===== src/rtl/neopixel_strand_ctrl_v2.sv =====
// neopixel_strand_ctrl_v2: double-buffered GRB frame store serialised onto a
// single WS2812 data line with parameterised bit timing and a latch gap.
// Optional macro NEO_BRIGHTNESS_EN adds a brightness[7:0] input that scales
// each transmitted byte by (brightness+1)/256; stored bytes stay unscaled.
module neopixel_strand_ctrl_v2 #(
  parameter  int NUM_PIXELS   = 5,
  parameter  int T1H          = 35,
  parameter  int T1L          = 30,
  parameter  int T0H          = 18,
  parameter  int T0L          = 40,
  parameter  int LATCH_CYCLES = 2500,
  localparam int PIX_W        = (NUM_PIXELS > 1) ? $clog2(NUM_PIXELS) : 1
) (
  input  logic             clock,
  input  logic             reset_n,
  input  logic [7:0]       color_level,
  input  logic [1:0]       color_index,
  input  logic [PIX_W-1:0] pixel_index,
  input  logic             load_color,
  input  logic             send_it,
`ifdef NEO_BRIGHTNESS_EN
  input  logic [7:0]       brightness,
`endif
  output logic             neo_data,
  output logic             ready_to_load,
  output logic             ready_to_send,
  output logic             frame_done
);

  localparam int MAX_A = (T1H > T1L) ? T1H : T1L;
  localparam int MAX_B = (T0H > T0L) ? T0H : T0L;
  localparam int MAX_C = (MAX_A > MAX_B) ? MAX_A : MAX_B;
  localparam int MAXC  = (MAX_C > LATCH_CYCLES) ? MAX_C : LATCH_CYCLES;
  localparam int CNT_W = $clog2(MAXC) + 1;
  localparam int NBITS = 24 * NUM_PIXELS;
  localparam int BIT_W = $clog2(NBITS);

  typedef enum logic [1:0] {IDLE, HIGH, LOW, LATCH} state_t;

  state_t                     state, state_n;
  logic [CNT_W-1:0]           cyc_cnt, cyc_n;
  logic [BIT_W-1:0]           bit_cnt, bit_n;
  logic [PIX_W-1:0]           pix_cnt, pix_n;
  logic [4:0]                 sub_cnt, sub_n;
  logic [NUM_PIXELS-1:0][23:0] shadow, active;
  logic                       accept, done_n, load_ok, cur_bit;
  logic [23:0]                cur_word;
  logic [7:0]                 raw_byte, tx_byte;
  logic [CNT_W-1:0]           hi_len, lo_len;

  assign ready_to_load = 1'b1;
  assign load_ok = load_color && (color_index != 2'd3) &&
                   (int'(pixel_index) < NUM_PIXELS);

  // Pick the byte under the bit pointer: G, R, B order, MSB first.
  assign cur_word = active[pix_cnt];
  always_comb begin
    raw_byte = cur_word[7:0];
    case (sub_cnt[4:3])
      2'd0:    raw_byte = cur_word[23:16];
      2'd1:    raw_byte = cur_word[15:8];
      default: raw_byte = cur_word[7:0];
    endcase
  end

`ifdef NEO_BRIGHTNESS_EN
  logic [7:0]  bright_q;
  logic [16:0] prod;
  assign prod    = {9'd0, raw_byte} * ({9'd0, bright_q} + 17'd1);
  assign tx_byte = prod[15:8];

  // Brightness is frozen at send acceptance for the whole frame.
  always_ff @(posedge clock or negedge reset_n) begin
    if (!reset_n)    bright_q <= 8'd0;
    else if (accept) bright_q <= brightness;
  end
`else
  assign tx_byte = raw_byte;
`endif

  assign cur_bit = tx_byte[~sub_cnt[2:0]];
  assign hi_len  = cur_bit ? CNT_W'(T1H) : CNT_W'(T0H);
  assign lo_len  = cur_bit ? CNT_W'(T1L) : CNT_W'(T0L);

  // Next-state, counter and bit-pointer logic for the serialiser.
  always_comb begin
    state_n = state;
    cyc_n   = cyc_cnt;
    bit_n   = bit_cnt;
    pix_n   = pix_cnt;
    sub_n   = sub_cnt;
    done_n  = 1'b0;
    accept  = 1'b0;
    case (state)
      IDLE: begin
        if (send_it) begin
          accept  = 1'b1;
          state_n = HIGH;
          cyc_n   = '0;
          bit_n   = '0;
          pix_n   = '0;
          sub_n   = '0;
        end
      end
      HIGH: begin
        if (cyc_cnt == hi_len - 1'b1) begin
          state_n = LOW;
          cyc_n   = '0;
        end else begin
          cyc_n = cyc_cnt + 1'b1;
        end
      end
      LOW: begin
        if (cyc_cnt == lo_len - 1'b1) begin
          cyc_n = '0;
          if (bit_cnt == BIT_W'(NBITS - 1)) begin
            state_n = LATCH;
          end else begin
            state_n = HIGH;
            bit_n   = bit_cnt + 1'b1;
            if (sub_cnt == 5'd23) begin
              sub_n = '0;
              pix_n = pix_cnt + 1'b1;
            end else begin
              sub_n = sub_cnt + 1'b1;
            end
          end
        end else begin
          cyc_n = cyc_cnt + 1'b1;
        end
      end
      LATCH: begin
        if (cyc_cnt == CNT_W'(LATCH_CYCLES - 1)) begin
          state_n = IDLE;
          cyc_n   = '0;
          done_n  = 1'b1;
        end else begin
          cyc_n = cyc_cnt + 1'b1;
        end
      end
      default: state_n = IDLE;
    endcase
  end

  // State, counters and registered outputs; data line is high only in HIGH.
  always_ff @(posedge clock or negedge reset_n) begin
    if (!reset_n) begin
      state         <= IDLE;
      cyc_cnt       <= '0;
      bit_cnt       <= '0;
      pix_cnt       <= '0;
      sub_cnt       <= '0;
      neo_data      <= 1'b0;
      ready_to_send <= 1'b0;
      frame_done    <= 1'b0;
    end else begin
      state         <= state_n;
      cyc_cnt       <= cyc_n;
      bit_cnt       <= bit_n;
      pix_cnt       <= pix_n;
      sub_cnt       <= sub_n;
      neo_data      <= (state_n == HIGH);
      ready_to_send <= (state_n == IDLE);
      frame_done    <= done_n;
    end
  end

  // Shadow takes loads any time; active snapshots pre-edge shadow on accept.
  always_ff @(posedge clock or negedge reset_n) begin
    if (!reset_n) begin
      shadow <= '0;
      active <= '0;
    end else begin
      if (accept) active <= shadow;
      if (load_ok) begin
        case (color_index)
          2'd0:    shadow[pixel_index][15:8]  <= color_level;
          2'd1:    shadow[pixel_index][7:0]   <= color_level;
          default: shadow[pixel_index][23:16] <= color_level;
        endcase
      end
    end
  end

endmodule


===== config.mk =====
export PLATFORM = sky130hd
export DESIGN_NAME = neopixel_strand_ctrl_v2
export DESIGN_NICKNAME = d
export VERILOG_FILES = /design/src/rtl/neopixel_strand_ctrl_v2.sv
export SDC_FILE = /design/constraint.sdc
export NUM_CORES = 1
export LEC_CHECK = 0
export CORE_ASPECT_RATIO = 2
export CORE_UTILIZATION = 40
export DETAILED_ROUTE_END_ITERATION = 8
export GPL_ROUTABILITY_DRIVEN = 0
export PLACE_DENSITY = 0.53
export SYNTH_ARGS = -nofsm -noshare
export SYNTH_HDL_FRONTEND = slang
export SYNTH_SLANG_ARGS = --single-unit

===== constraint.sdc =====
create_clock -name clock -period 3.75 [get_ports clock]
set_clock_uncertainty 0.2 [all_clocks]
set_input_delay 0.5625 -clock clock [delete_from_list [all_inputs] [get_ports clock]]
set_output_delay 0.5625 -clock clock [all_outputs]
set_load 0.02 [all_outputs]

==> reports/summary.txt, run 1 <==
run status = finished clean
CTS root buffer = clkbuf_16
largest net degree at the start of global routing = 86
Register-to-Register Setup Slack = 0.12 ns
Worst setup startpoint = pix_cnt[0]
post-synthesis async set-or-reset flop share = 100%
Max clock buf depth = 3
Leakage = 6.93 nW
Final setup viols = 0
P_sw = 1.41 mW
DRC viols = 0
Top delay family on crit path = simple AND/OR/NAND/NOR gates
nature of the critical path endpoint = flip-flop
Final Hold Vio Count = 0
Nets = 1218
slew margin rel. = 40.6%
post-synthesis simple-gate area fraction = 18.4%
syn avg cell area = 10.6 µm²
total CTS buffers = 26
final core utilization = 46.5%
largest family of logic cells by synthesized area = simple AND/OR/NAND/NOR gates
crit-path max FO = 9
router iterations before antenna repair = 4
global-route wire length before repair = 50500 µm
layer with the highest usage = met2
Remaining Overflow, GRT = 0
met3 usage = 1.94%
Power Density = 471 nW/µm²
post-synthesis adder-cell area fraction = 0.403%
Seq pwr share = 49.9%
WP data arrival = 3.84 ns
number of synthesized flops with an enable pin = 0
RSZ-0062 raised after global routing = false
Synth-to-Final Area Change = 13.5%
Max Slew Vio Count = 0
routed vias/inst = 5.38
met1 usage = 23.9%
fmax = 0.276 GHz
Worst-Margin Slew = 0.888 ns
Critical path buffers and inverters = 1
switching share of power = 21.2%
Comb pwr share = 5.6%
initial antenna violation count = 0
Post-Syn Area = 12400 µm²
period utilization = 96.8%
GRT met2 Usage = 38.0%
Post-synth top flop = dfrtp_1
vias in the first global route = 8861
worst vdd ir = 366 µV
Syn Nets = 1189
cell at the slowest stage of the critical path = or4_1
library cells used by synthesis = 75
Initial DRC Count = 426
Worst R2R End = cyc_cnt[5]
mux cell area share after synthesis = 16.5%
Gate Count Post-Synth = 1168
worst path required time = 3.97 ns
Critical Path Start Type = flip-flop
WP depth = 11
Max Cap Viol = 0
Die ar. = 31800 µm²
Worst R2R Path Depth = 11
Wirelength per Cell = 19.8 µm
total track usage = 20.8%
PortBufs = 19
H-tree levels = 1
crit path capture = cyc_cnt[5]
number of diodes = 0
Tmin final = 3.63 ns
critical setup path kind = flip-flop to flip-flop
Sink Count = 273
total power = 6.64 mW
#FFs+latches synth = 273
Die X = 127 µm
# rows = 90
compound-cell area share of the yosys netlist = 6.53%
yosys warns = 0
critical path's largest stage delay = 0.51 ns
Starting Density = 41.0%
Post-DRT Antenna Nets = 0
Top Ports = 21
Worst-Skew Late Latency = 0.54 ns
core footprint = 30300 µm²
TritonCTS clock tree = done
vias = 8503
setup tns final = 0 ns
Int Pwr = 5.23 mW
register area share after synthesis = 55.0%
Clock Power Share = 44.5%
chip height = 251 µm
share of cells above drive strength 1 = 20.4%
RR Startpoint = pix_cnt[0]
Hold Crit Class = flip-flop to flip-flop
placed wire-length estimate = 21400 µm
Worst-path clk slew = 0.07 ns
Routed WL = 31400 µm
CP Cell Sequence = buf_4 -> or3_1 -> nor2_1 -> o21ai_0 -> or4_1 -> a32o_2 -> or4_4 -> a31oi_1 -> o22ai_1 -> o311ai_2 -> o31ai_2
xor/xnor share of the synthesized area = 0.141%
layer usage:
layer	share of wire (%)	vias to the layer above
met4	5.1	0
li1	-	4041
met2	53	131
met3	2.3	73
met5	0	-
met1	39	4258
metrics by stage:
step	cell area, µm²	hold WS (ns)	instances	setup WS, ns
CTS	14100	0.262	1581	0.127
global route	14100	0.270	1581	0.00395
floorplan	12400	0.0669	1168	0.455
detailed placement	13100	0.245	1536	0.151
global placement	13100	0.242	1536	0.184
finish	14100	0.256	1581	0.121
cells by family (layout without fill, tap and decap cells):
kind of cell	Yosys count	count (layout)
AO/OA/AOI/OAI	114	114
XOR/XNOR	2	2
adder cells (fa/ha/maj)	4	4
buffers and inverters	77	122
flip-flops	273	273
multiplexers	167	167
other	1	1
AND/OR/NAND/NOR	530	530
cell usage after synthesis (all sizes together), types with 6 or more instances:
cell type | n | share of area [%]
a211oi | 11 | 0.67
a21o | 7 | 0.42
a21oi | 17 | 0.69
and3 | 6 | 0.31
buf | 14 | 0.99
clkbuf | 49 | 1.5
dfrtp | 273 | 55
inv | 12 | 0.36
mux2 | 129 | 12
mux2i | 24 | 2.0
mux4 | 14 | 2.8
nand2 | 403 | 12
nand2b | 13 | 0.72
nand3 | 19 | 0.77
nand3b | 9 | 0.54
nand4 | 7 | 0.40
nor2 | 22 | 0.69
nor2b | 9 | 0.45
nor3 | 10 | 0.40
nor4 | 7 | 0.45
o21ai | 34 | 1.4
o31ai | 7 | 0.46
final cells by class:
class,instances,area (µm²)
multi-input combinational,818,5230
timing repair buffer,64,564
clock inverter,11,233
fill,2829,16200
inverter,14,52.6
sequential,273,6830
tap,368,460
clock buffer,33,718
worst min path at each step:
stage                    from          to  slack, ns  depth (start not counted)
global placement    flip-flop  active[69]       0.24                          2
CTS                 flip-flop  active[64]       0.26                          2
floorplan             reset_n   async pin       0.07                          0
finish              flip-flop  active[64]       0.26                          2
global route        flip-flop  active[64]       0.27                          2
detailed placement  flip-flop  active[20]       0.25                          2
worst min-delay path, cell delays in order (launching register included):
cell and delay [ns]:
dfrtp_1 0.34, nand2_1 0.05, nand2_1 0.05
power by group through the flow:
stage / clock network, mW / registers [mW] / logic [mW]
2_1_floorplan: 0 / 3.34 / 0.246
3_3_place_gp: 0 / 3.36 / 0.367
3_5_place_dp: 0 / 3.37 / 0.377
4_1_cts: 3.04 / 3.31 / 0.380
5_1_grt: 3.13 / 3.34 / 0.410
6_report: 2.96 / 3.31 / 0.370
layout by cell type, fill, tap and decap left out, types with 3 or more instances in the layout:
master	count
nand4_1	6
a21o_1	7
o21ai_1	4
nand2_1	402
o211ai_1	4
mux2_2	127
a31oi_1	5
nor2_1	21
a211oi_1	11
bufinv_16	7
nor3_1	10
nand2b_1	12
o21ai_0	30
mux2i_1	23
nor3b_1	4
or3_1	5
a21oi_1	17
mux4_1	7
nand3b_1	9
and3_1	5
ha_1	4
a221oi_1	3
clkinv_2	3
clkbuf_16	27
clkbuf_1	4
buf_4	41
nand3_1	19
dfrtp_1	271
o21bai_1	3
clkdlybuf4s50_1	18
o31ai_1	6
or4_1	3
nor2b_1	9
inv_1	12
mux4_2	7
nor4_1	5
or2_2	4
what timing repair did:
action / in CTS / in global routing
setup endpoints to repair: 0 / 3
hold buffers: 1 / 0
endpoints found under the hold margin: 74 / 0
resized for setup: 0 / 2
buffers inserted: 0 / 0
Power figures use the tool's default switching activity.
==> run 2: changes to the inputs <==
- CORE_MARGIN: not set -> 1.5
==> reports/summary.txt, run 2 (same netlist as run 1, synthesis figures left out) <==
run status = finished clean
Worst-Skew Late Latency = 0.54 ns
routed vias/inst = 5.43
nature of the critical path endpoint = flip-flop
Leakage = 6.97 nW
total CTS buffers = 27
Tmin final = 3.64 ns
largest net degree at the start of global routing = 89
router iterations before antenna repair = 5
Top Ports = 21
Sink Count = 273
Final Hold Vio Count = 0
Initial DRC Count = 477
share of cells above drive strength 1 = 21.0%
Nets = 1225
critical setup path kind = flip-flop to flip-flop
H-tree levels = 1
Critical Path Start Type = flip-flop
Cells after DPL = 1544
# rows = 91
CTS root buffer = clkbuf_16
fin worst setup slack = 0.109 ns
total track usage = 20.7%
period utilization = 97.1%
Die ar. = 32200 µm²
vias in the first global route = 8914
Worst-Margin Slew = 0.822 ns
Routed WL = 31800 µm
vias = 8648
TritonCTS clock tree = done
Starting Density = 40.4%
total power = 6.47 mW
crit-path max FO = 6
initial antenna violation count = 0
Max Cap Viol = 0
Power Density = 457 nW/µm²
leading cell types in the layout, fill and taps excluded = 402 x nand2_1, 272 x dfrtp_1, 127 x mux2_2, 45 x buf_4, 30 x o21ai_0
Post-DRT Antenna Nets = 0
fmax = 0.275 GHz
Wirelength per Cell = 19.9 µm
WP data arrival = 3.85 ns
pre-CTS setup slack = 0.0948 ns
DRC viols = 0
final std cells w/o fill = 1593
worst path required time = 3.96 ns
number of diodes = 0
PortBufs = 19
Remaining Overflow, GRT = 0
worst vdd ir = 393 µV
Die X = 128 µm
placed wire-length estimate = 21700 µm
Max Slew Vio Count = 0
core footprint = 30700 µm²
slew margin rel. = 44.7%
Worst-path clk slew = 0.07 ns
Final setup viols = 0
Fill cells = 2938
chip height = 252 µm
most common cell after layout, fill and taps aside = nand2_1
Max clock buf depth = 3
Synth-to-Final Area Change = 13.9%
global-route wire length before repair = 50800 µm
Hold Crit Class = flip-flop to flip-flop
[run 2: cell count changes in the layout (fill, tap and decap cells not counted), sizes merged]
| cell | delta |
|---|---|
| inv | +1 |
| clkbuf | +8 |
| bufinv | -6 |
| clkinvlp | -1 |
| buf | +6 |
[run 2: per-layer routing]
| metal | vias up | track usage [%] | share of wire (%) |
|---|---|---|---|
| li1 | 4051 | - | - |
| met1 | 4381 | 23.9 | 39 |
| met2 | 152 | 38.6 | 54 |
| met3 | 64 | 2.27 | 2.6 |
| met4 | 0 | 7.92 | 4.1 |
| met5 | - | 0 | 0 |
[run 2: worst paths after layout]
kind / slack [ns] / cells past startpoint / startpoint / end
setup / recovery: 0.11 / 12 / pix_cnt[0] / cyc_cnt[5]
hold / removal: 0.26 / 2 / flip-flop / active[95]
setup reg to reg: 0.11 / 12 / pix_cnt[0] / cyc_cnt[5]
hold reg to reg: 0.26 / 2 / flip-flop / active[95]
max in group asynchronous: 1.95 / 3 / reset_n / bit_cnt[4]
min in group asynchronous: 0.39 / 2 / reset_n / async pin
[run 2: area by class of cell]
type / count / area (µm²) / area share (%)
sequential: 273 / 6830 / 48.3
timing repair buffer: 70 / 643 / 4.55
multi-input combinational: 818 / 5230 / 37.0
clock inverter: 5 / 57.6 / 0.407
inverter: 14 / 52.6 / 0.372
clock buffer: 41 / 858 / 6.07
tap: 372 / 465 / 3.29
[run 2: metrics by stage]
| step | TNS, ns | util, % | area, µm² | hold WS, ns |
|---|---|---|---|---|
| after floorplan | 0 | - | 12400 | 0.0669 |
| after global placement | 0 | 42.9 | 13200 | 0.241 |
| after detailed placement | 0 | 42.9 | 13200 | 0.244 |
| after CTS | 0 | 45.9 | 14100 | 0.259 |
| after global routing | -0.00289 | 46.0 | 14100 | 0.276 |
| final | 0 | 46.0 | 14100 | 0.258 |
[run 2: power by group]
group,internal (mW),switching [mW]
registers,3.20,0.119
clock network,1.63,1.14
logic,0.212,0.158
total,5.04,1.42
[run 2: worst max-delay path, stage by stage, from the launching register on]
cell and delay (ns):
dfrtp_2 0.46, buf_4 0.19, nor3b_2 0.31, buf_4 0.20, a211oi_1 0.08, o41ai_2 0.55
o22ai_2 0.18, buf_4 0.19, or4_1 0.50, a31oi_1 0.26, o22ai_1 0.17, o311ai_2 0.11
o31ai_2 0.10
[run 2: what timing repair did]
action	CTS	global route
hold buffers	1	0
gates resized for setup	0	0
endpoints found under the setup margin	0	16
setup buffers	0	2
endpoints found under the hold margin	76	0
==> patch (config.mk and constraints of run 1) <==
Add a define of `NEO_BRIGHTNESS_EN`.
--- a/src/rtl/neopixel_strand_ctrl_v2.sv
+++ b/src/rtl/neopixel_strand_ctrl_v2.sv
@@ -4,2 +4,4 @@
 // each transmitted byte by (brightness+1)/256; stored bytes stay unscaled.
+`define NEO_BRIGHTNESS_EN
+
 module neopixel_strand_ctrl_v2 #(
Ports: changed (added brightness); port bits go from 21 to 29. No check against the original RTL was run, so the function may have changed too.
==> patch against run 1 <==
The run now ends with setup timing left; highest routed layer unchanged; synthesized area grew 18%; utilization grew 3.9 points; wire length grew 19%; worst setup slack lost 3.5 ns; sequential cell count grew 8; design area grew 29%.
Power is not compared: it rests on default switching activity, and its combinational part moved more than twofold at a synthesized area within 25%.
==> patch: results (changes against run 1) <==
qor: timing.worst_path_setup_slack_after_routing -3.34 ns [-3.46 ns]
qor: timing.finalSetupViolCount 28 [+28]
qor: timing.timing.hold.ws 0.285 ns [+0.0292 ns]
qor: route.drtIter0Drc 393 [-7.7%]
qor: place.detailedPlacementHpwl 27500 um [+28%]
qor: setup_path.worst_path_arrival 7.39 ns [+3.55 ns]
qor: floorplanning.fp.coreArea 35900 um2 [+19%]
qor: setup_path.worst-path-max-fanout 7 [-2]
qor: global_routing.grt_max_degree 114 [+33%]
qor: synth.synth_fp_nets 1290 [+8.5%]
qor: setup_path.crit_path_top_delay_cell fa_1
qor: run_status.run_status finished, violations left
qor: place.dpl-instance-area 16600 um2 [+27%]
qor: hold_path.holdPathStages 1 [-1]
qor: final_layout.num-fill-cells 3181 [+12%]
qor: setup_path.worstRegToRegCells 31 [+20]
qor: route.dr_wl_met3 746 um [+2.9%]
qor: setup_path.worst_setup_path_endpoint bit_cnt[5]$_DFFE_PN0P_
qor: cts.worst_skew_pair.late_latency 0.57 ns [+0.03 ns]
qor: route.detailroute.wirelength.met2 22200 um [+33%]
qor: final_layout.count_of_nets_after_finishing 1458 [+20%]
qor: cts.tritoncts.num_buffers 27 [+3.8%]
qor: timing.fin_tns_setup -91.23 ns [-91.23 ns]
qor: synth.muxShareOfSynthArea 23.4% [+6.9 points]
qor: place.placed_cells 1761 [+15%]
qor: place.number_of_port_buffers 27 [+8]
qor: synth.yosys-top-cells-count 281 x dfrtp_1, 251 x mux2_2, 84 x nor2_1, 61 x inv_1, 60 x nand2_1
qor: synth.synth.area.top_cells dfrtp_1 48%, mux2_2 19%, fa_1 5.5%
qor: synth.ys_seq_area_share 48.0% [-7.0 points]
qor: synth.netlist-cell-type-count 72 [-4.0%]
qor: synth.yosys.area_share.xor_xnor 0.957% [+0.82 points]
qor: global_routing.met2_usage 42.4% [+4.4 points]
qor: run_status.violations setup timing
qor: global_routing.grtUsageTotal 21.0% [+0.20 points]
qor: global_routing.grt_pass1_wl 59300 um [+17%]
[patch: area by class of cell]
| cell class | count | area, um2 | share of cell area (%) |
|---|---|---|---|
| clock inverters | 8 | 71.3 | 0.393 |
| inverters | 62 | 233 | 1.28 |
| flip-flops and latches | 281 | 7030 | 38.8 |
| multi-input cells | 787 | 7690 | 42.4 |
| clock buffers | 40 | 795 | 4.38 |
| repair buffers | 197 | 1750 | 9.65 |
| well taps | 450 | 563 | 3.11 |
[patch: repair_timing]
| item | in CTS | in global routing |
|---|---|---|
| endpoints found under the hold margin | 106 | 0 |
| setup endpoints to repair | 28 | 28 |
| resized for setup | 88 | 31 |
| buffers inserted | 20 | 2 |
| hold buffers | 1 | 0 |
| pin swaps | 39 | 22 |
| gates cloned | 1 | 0 |
